### src/rtl/sram_pkg.sv
// Shared sizing constants and the address range check for the 32x8 scratch memory.
package sram_pkg;

  localparam int SRAM_DATA_W = 8;
  localparam int SRAM_DEPTH  = 32;
  localparam int SRAM_ADDR_W = 8;
  localparam int SRAM_IDX_W  = $clog2(SRAM_DEPTH);

  // True when the address does not name a real word. Any set bit above the
  // index field counts, so high addresses never alias onto low words.
  function automatic logic sram_out_of_range(input logic [SRAM_ADDR_W-1:0] addr);
    return addr >= SRAM_ADDR_W'(SRAM_DEPTH);
  endfunction

endpackage

### src/rtl/sram_array.sv
// Register array with one write port and one registered read port; the whole
// array and the read register are cleared by a synchronous reset.
module sram_array #(
  parameter int DATA_W = 8,
  parameter int DEPTH  = 32,
  parameter int IDX_W  = $clog2(DEPTH)
) (
  input  logic              clk,
  input  logic              rst,
  input  logic              we,
  input  logic [IDX_W-1:0]  waddr,
  input  logic [DATA_W-1:0] wdata,
  input  logic              re,
  input  logic [IDX_W-1:0]  raddr,
  input  logic              rzero,
  output logic [DATA_W-1:0] rdata
);

  logic [DATA_W-1:0] mem_q [DEPTH];
  logic [DATA_W-1:0] rdata_q;

  // Storage: clear every word on reset, otherwise apply the write port.
  always_ff @(posedge clk) begin
    if (rst) begin
      for (int i = 0; i < DEPTH; i++) begin
        mem_q[i] <= '0;
      end
    end else if (we) begin
      mem_q[waddr] <= wdata;
    end
  end

  // Read register: samples the pre-write contents, so a same-cycle read of the
  // word being written returns the old value. Holds when no read is issued.
  always_ff @(posedge clk) begin
    if (rst) begin
      rdata_q <= '0;
    end else if (re) begin
      rdata_q <= rzero ? '0 : mem_q[raddr];
    end
  end

  assign rdata = rdata_q;

endmodule

### src/rtl/sram_32x8.sv
// 32x8 scratch memory: request decoding, address range check and done strobes
// around the storage array.
module sram_32x8
  import sram_pkg::*;
#(
  parameter int DATA_W = SRAM_DATA_W,
  parameter int DEPTH  = SRAM_DEPTH,
  parameter int ADDR_W = SRAM_ADDR_W
) (
  input  logic              clk,
  input  logic              rst,
  input  logic              read,
  input  logic              write,
  input  logic [DATA_W-1:0] wr_data,
  input  logic [ADDR_W-1:0] write_addr,
  input  logic [ADDR_W-1:0] read_addr,
  output logic [DATA_W-1:0] rd_data,
  output logic              wr_done,
  output logic              rd_done
);

  localparam int IDX_W = $clog2(DEPTH);

  logic wr_oor;
  logic rd_oor;
  logic wr_done_d, wr_done_q;
  logic rd_done_d, rd_done_q;

  assign wr_oor = sram_out_of_range(write_addr);
  assign rd_oor = sram_out_of_range(read_addr);

  // Out-of-range writes are suppressed at the array but still acknowledged;
  // out-of-range reads are forced to return zero.
  sram_array #(
    .DATA_W (DATA_W),
    .DEPTH  (DEPTH),
    .IDX_W  (IDX_W)
  ) u_array (
    .clk   (clk),
    .rst   (rst),
    .we    (write & ~wr_oor),
    .waddr (write_addr[IDX_W-1:0]),
    .wdata (wr_data),
    .re    (read),
    .raddr (read_addr[IDX_W-1:0]),
    .rzero (rd_oor),
    .rdata (rd_data)
  );

  // Every sampled request is acknowledged one cycle later, regardless of range.
  always_comb begin
    wr_done_d = write;
    rd_done_d = read;
  end

  // Done-strobe registers; reset drops any request sampled with it.
  always_ff @(posedge clk) begin
    if (rst) begin
      wr_done_q <= 1'b0;
      rd_done_q <= 1'b0;
    end else begin
      wr_done_q <= wr_done_d;
      rd_done_q <= rd_done_d;
    end
  end

  assign wr_done = wr_done_q;
  assign rd_done = rd_done_q;

endmodule

### config.mk
export PLATFORM = sky130hd
export DESIGN_NAME = sram_32x8
export DESIGN_NICKNAME = d
export VERILOG_FILES = /design/src/rtl/sram_pkg.sv /design/src/rtl/sram_array.sv /design/src/rtl/sram_32x8.sv
export SDC_FILE = /design/constraint.sdc
export NUM_CORES = 1
export LEC_CHECK = 0
export CORE_UTILIZATION = 60
export CTS_CLUSTER_SIZE = 20
export DETAILED_ROUTE_END_ITERATION = 7
export PLACE_DENSITY = 0.83
export SYNTH_ARGS = -nofsm -noshare
export SYNTH_HDL_FRONTEND = slang
export SYNTH_SLANG_ARGS = --single-unit
### constraint.sdc
create_clock -name clk -period 3.1 [get_ports clk]
set_clock_uncertainty 0.15 [all_clocks]
set_input_delay 0.62 -clock clk [delete_from_list [all_inputs] [get_ports clk]]
set_output_delay 0.62 -clock clk [all_outputs]
set_load 0.02 [all_outputs]
* After elaboration in Yosys (flattened, before gate mapping)
Memory sizes are Yosys's and may differ from the RTL's.
Index checks and enable logic that the tools add are counted.
** Storage, ports and cells
- Bits in writable memories :: 256
- Memories :: 1
- Logic and storage cells :: 18
- Bits of input ports :: 28
- Flip-flop bits (word level) :: 10
** Operators by class
- Reductions and logical operators :: 1
- $lt $le $gt $ge :: 2
- Mux-type cells :: 9
- Bitwise operators :: 2
** Memories
- u_array.mem_q :: words 32, width 8, read ports 1, clocked after Yosys merged registers in 0, wr ports 32, RTL line sram_array.sv:19 : logic [DATA_W-1:0] mem_q [DEPTH];
** Operators with widths (number)
- 8-bit by 6-bit greater-or-equal comparator with 1-bit output, second input constant :: 2
- 8-bit two-way mux :: 2
- 8-bit OR reduction :: 1
- 1-bit two-way mux :: 6
- 5-bit two-way mux :: 1
- 1-bit AND :: 1
- 1-bit NOT :: 1

* Logic depth before layout (Yosys ltp)
- Depth in word-level cells :: 8
- Mapped depth :: 7
- Mapped depth without buffers :: 4

* Cells and area by module
Synthesis repeated with hierarchy kept, for this count alone.
** Second synthesis, totals
- Cells, all modules :: 864
- Area, all modules :: 12475.7 µm²
** By module, submodules not included
- sram_array :: times used 1, cells an instance 858, area an instance 12408.2 µm², seq. area each 7847.5 µm²
- sram_32x8 :: times used 1, cells an instance 6, area an instance 67.6 µm², seq. area each 40.0 µm²

* Least setup slack after synthesis
No wires, ideal clock.
- Path kind :: input to register
- Start :: input port write_addr[7]
- End :: memory u_array.mem_q[29][0] (enable)
- Path buffers :: 2
- Stages :: 6
- Setup slack :: 0.288 ns
- Data required time :: 2.621 ns
- Arrival time :: 2.333 ns
- Setup time :: 0.329 ns
- Cells stage by stage :: or4b_1 -> or3b_1 -> buf_6 -> buf_6 -> nor3_4 -> or2_1
** RTL lines
- start: declaration :: RTL line sram_32x8.sv:15 : input logic [ADDR_W-1:0] write_addr,
- end: declaration :: RTL line sram_array.sv:19

==> results.ini <==
[status]
outcome=complete, no violations

[worst_setup_path]
cp.required_ns=3.15
crit_slowest_cell=or4b_1
r2r-end=u_array.rdata[5]
worstSetupPathType=in2reg
end_kind=flip-flop
crit_arrival_ns=2.88
reg2reg_from=u_array.mem_q[31][5]
cp_max_fo=8
reg2reg_depth=5
crit_start=rst
crit_chain=clkdlybuf4s50_1, or4b_1, or3b_1, buf_12, nor3_4, or2_1
slowest_delay_ns=0.58
cp-start-kind=input port
r2r_setup_slack_ns=0.76

[hold_path]
hp-start=write
hold_class=in2reg
min_delay_path_depth=2
hold_end=wr_done

[yosys]
syn_area_mm2=0.0128
yosys_warnings=0
async_reset_ff_frac=0
synth_top_area_cell=edfxtp_1
syn_nets=881
ys.flop_type=edfxtp_1
syn_area_per_cell_um2=15.0
ys_ff_latch=266
synth_edf_count=256
ys_seq_area_frac=0.618
yosysUniqueCellTypes=37
syn_inst=853
yosysTopAreaCellShare=0.602
synth_area_leaders=edfxtp_1 60%, and2_1 13%, mux4_2 8.1%

[place]
hpwl_um=19300
dp_slack_ns=-0.263
portBuffers=37
place_congestion=0.877
dpl.cell_count=1170

[global_routing]
antenna_found_initial=0
grt_max_degree=46
grt_pass1_wl_um=44000
gr-total-overflow=0
grt_pass1_vias=7495
grtUsageTotal=0.277

[detailed_routing]
drc_errors=0
drtIter0Drc=818
ant_nets=0
top_layer=met4
routed-wl-met2_um=14300
viasPerCell=6.06
wirelength_um=29000
dr_wl_met3_um=2370
vias=7386
wl_met1_um=11700
wl_per_cell_um=23.8
dr.pass1.iters=5

[timing]
worst_slack_ns=0.275
fin_crit_sh=0.911
final.min_clock_period_ns=2.82
report.final.hold_viol_count=0
slew-limit-headroom=0.547
rsz0062_at_grt=no
setup_viol=0
worst_pin_slew_ns=0.663
slew_violations=0
fmax_mhz=354

[power_and_ir_drop]
power_leakage_nw=5.36
seq_power_share=0.514
power_switching_mw=1.82
vdd_drop_max_mv=0.459
clockPowerShare=0.408
p_per_area_mw_per_mm2=553
p_comb_frac=0.078
p_int_mw=6.29
switching_share=0.224

[die]
io_pins=38
rows=52
die_h_um=148
core_area_mm2=0.0206
chipWidth_um=148
start_util=0.621
die-area_mm2=0.0219

[finish]
layout_commonest_cell=and2_1
layout_common_cells=262 x and2_1, 256 x edfxtp_1, 65 x buf_4
diodes=0
syn2layout_area_growth_pct=15.0
layout-drive-gt1-share=0.243
finalNonFillerCells=1219
nets=957

[clock_tree]
cts_buffers=27
h-tree-depth=1
cts_buffer_depth=3
clock-sinks=266
postCtsHoldBufs=0
worstSkewPairLatency_ns=0.54
path_clk_slew_ns=0.06
cts_tree=done
cts_root_buf=clkbuf_16
ctsResizeCount=0
cts_setup_buffers=0

[job]
cap_violations=0

## metal layers
layer | GRT usage | up-vias
li1 | - | 3312
met1 | 0.382 | 3733
met2 | 0.463 | 289
met3 | 0.0478 | 52
met4 | 0.0686 | 0
met5 | 0 | -
## power by group through the flow
stage          registers (mW)  logic, mW  clock network, mW
6_report                 4.17      0.633               3.31
5_1_grt                  4.18      0.665               3.47
4_1_cts                  4.17      0.628               3.33
3_5_place_dp             4.24      0.625                  0
3_3_place_gp             4.23      0.616                  0
2_1_floorplan            4.21      0.384                  0
## cell usage after synthesis, types with 11 or more instances
cell type	n
edfxtp_1	256
a2111oi_0	16
or2_2	28
mux4_2	46
nor3_4	20
nor2b_1	16
nor3_2	12
nand2b_1	12
clkbuf_1	33
mux2i_1	44
buf_2	11
and2_1	262
## state kept, by name, summed over array words and instances (netlist names)
register and flops:
wr_done 1, rd_done 1, u_array.mem_q 256, u_array.rdata 8
## stage by stage
stage	setup TNS, ns	instance area (um2)	utilization	hold WS [ns]	power [mW]
5_1_grt	0	14700	0.714	0.549	8.31
3_5_place_dp	-52.58	13800	0.670	0.509	4.87
2_1_floorplan	0	12800	-	0.538	4.59
6_report	0	14700	0.714	0.516	8.11
3_3_place_gp	-46.27	13800	0.670	0.507	4.85
4_1_cts	0	14700	0.714	0.512	8.13
## worst max-delay path by stage
| stage | endpoint | slack, ns | cells after the start |
|---|---|---|---|
| after floorplan | u_array.mem_q[29][0] | 0.29 | 6 |
| after global placement | u_array.mem_q[31][1] | -0.24 | 6 |
| after detailed placement | u_array.mem_q[31][7] | -0.26 | 6 |
| after CTS | u_array.mem_q[31][4] | 0.28 | 6 |
| after global routing | u_array.mem_q[31][0] | 0.20 | 6 |
| final | u_array.mem_q[31][4] | 0.28 | 6 |
## kinds of logic (layout without fill, tap and decap cells)
| family | count (synthesis) | count (layout) | share of synthesized area |
|---|---|---|---|
| buffers and inverters | 62 | 158 | 0.0246 |
| DFF | 266 | 266 | 0.618 |
| AOI/OAI and AO/OA | 49 | 49 | 0.0303 |
| muxes | 98 | 98 | 0.123 |
| and+or+nand+nor | 378 | 378 | 0.204 |
## layout make-up
cell class	instances	area [um2]
timing repair buffer	108	983
fill	1374	5880
multi-input combinational	525	4560
inverter	1	3.75
sequential	266	7890
clock inverter	13	174
clock buffer	36	729
tap	270	338
## worst max-delay path, delay by kind of cell
family        cells  cell delay (ns)
buf+inv           2             0.73
simple gates      4             1.52
Note: power is estimated with default switching activity, not from simulation.
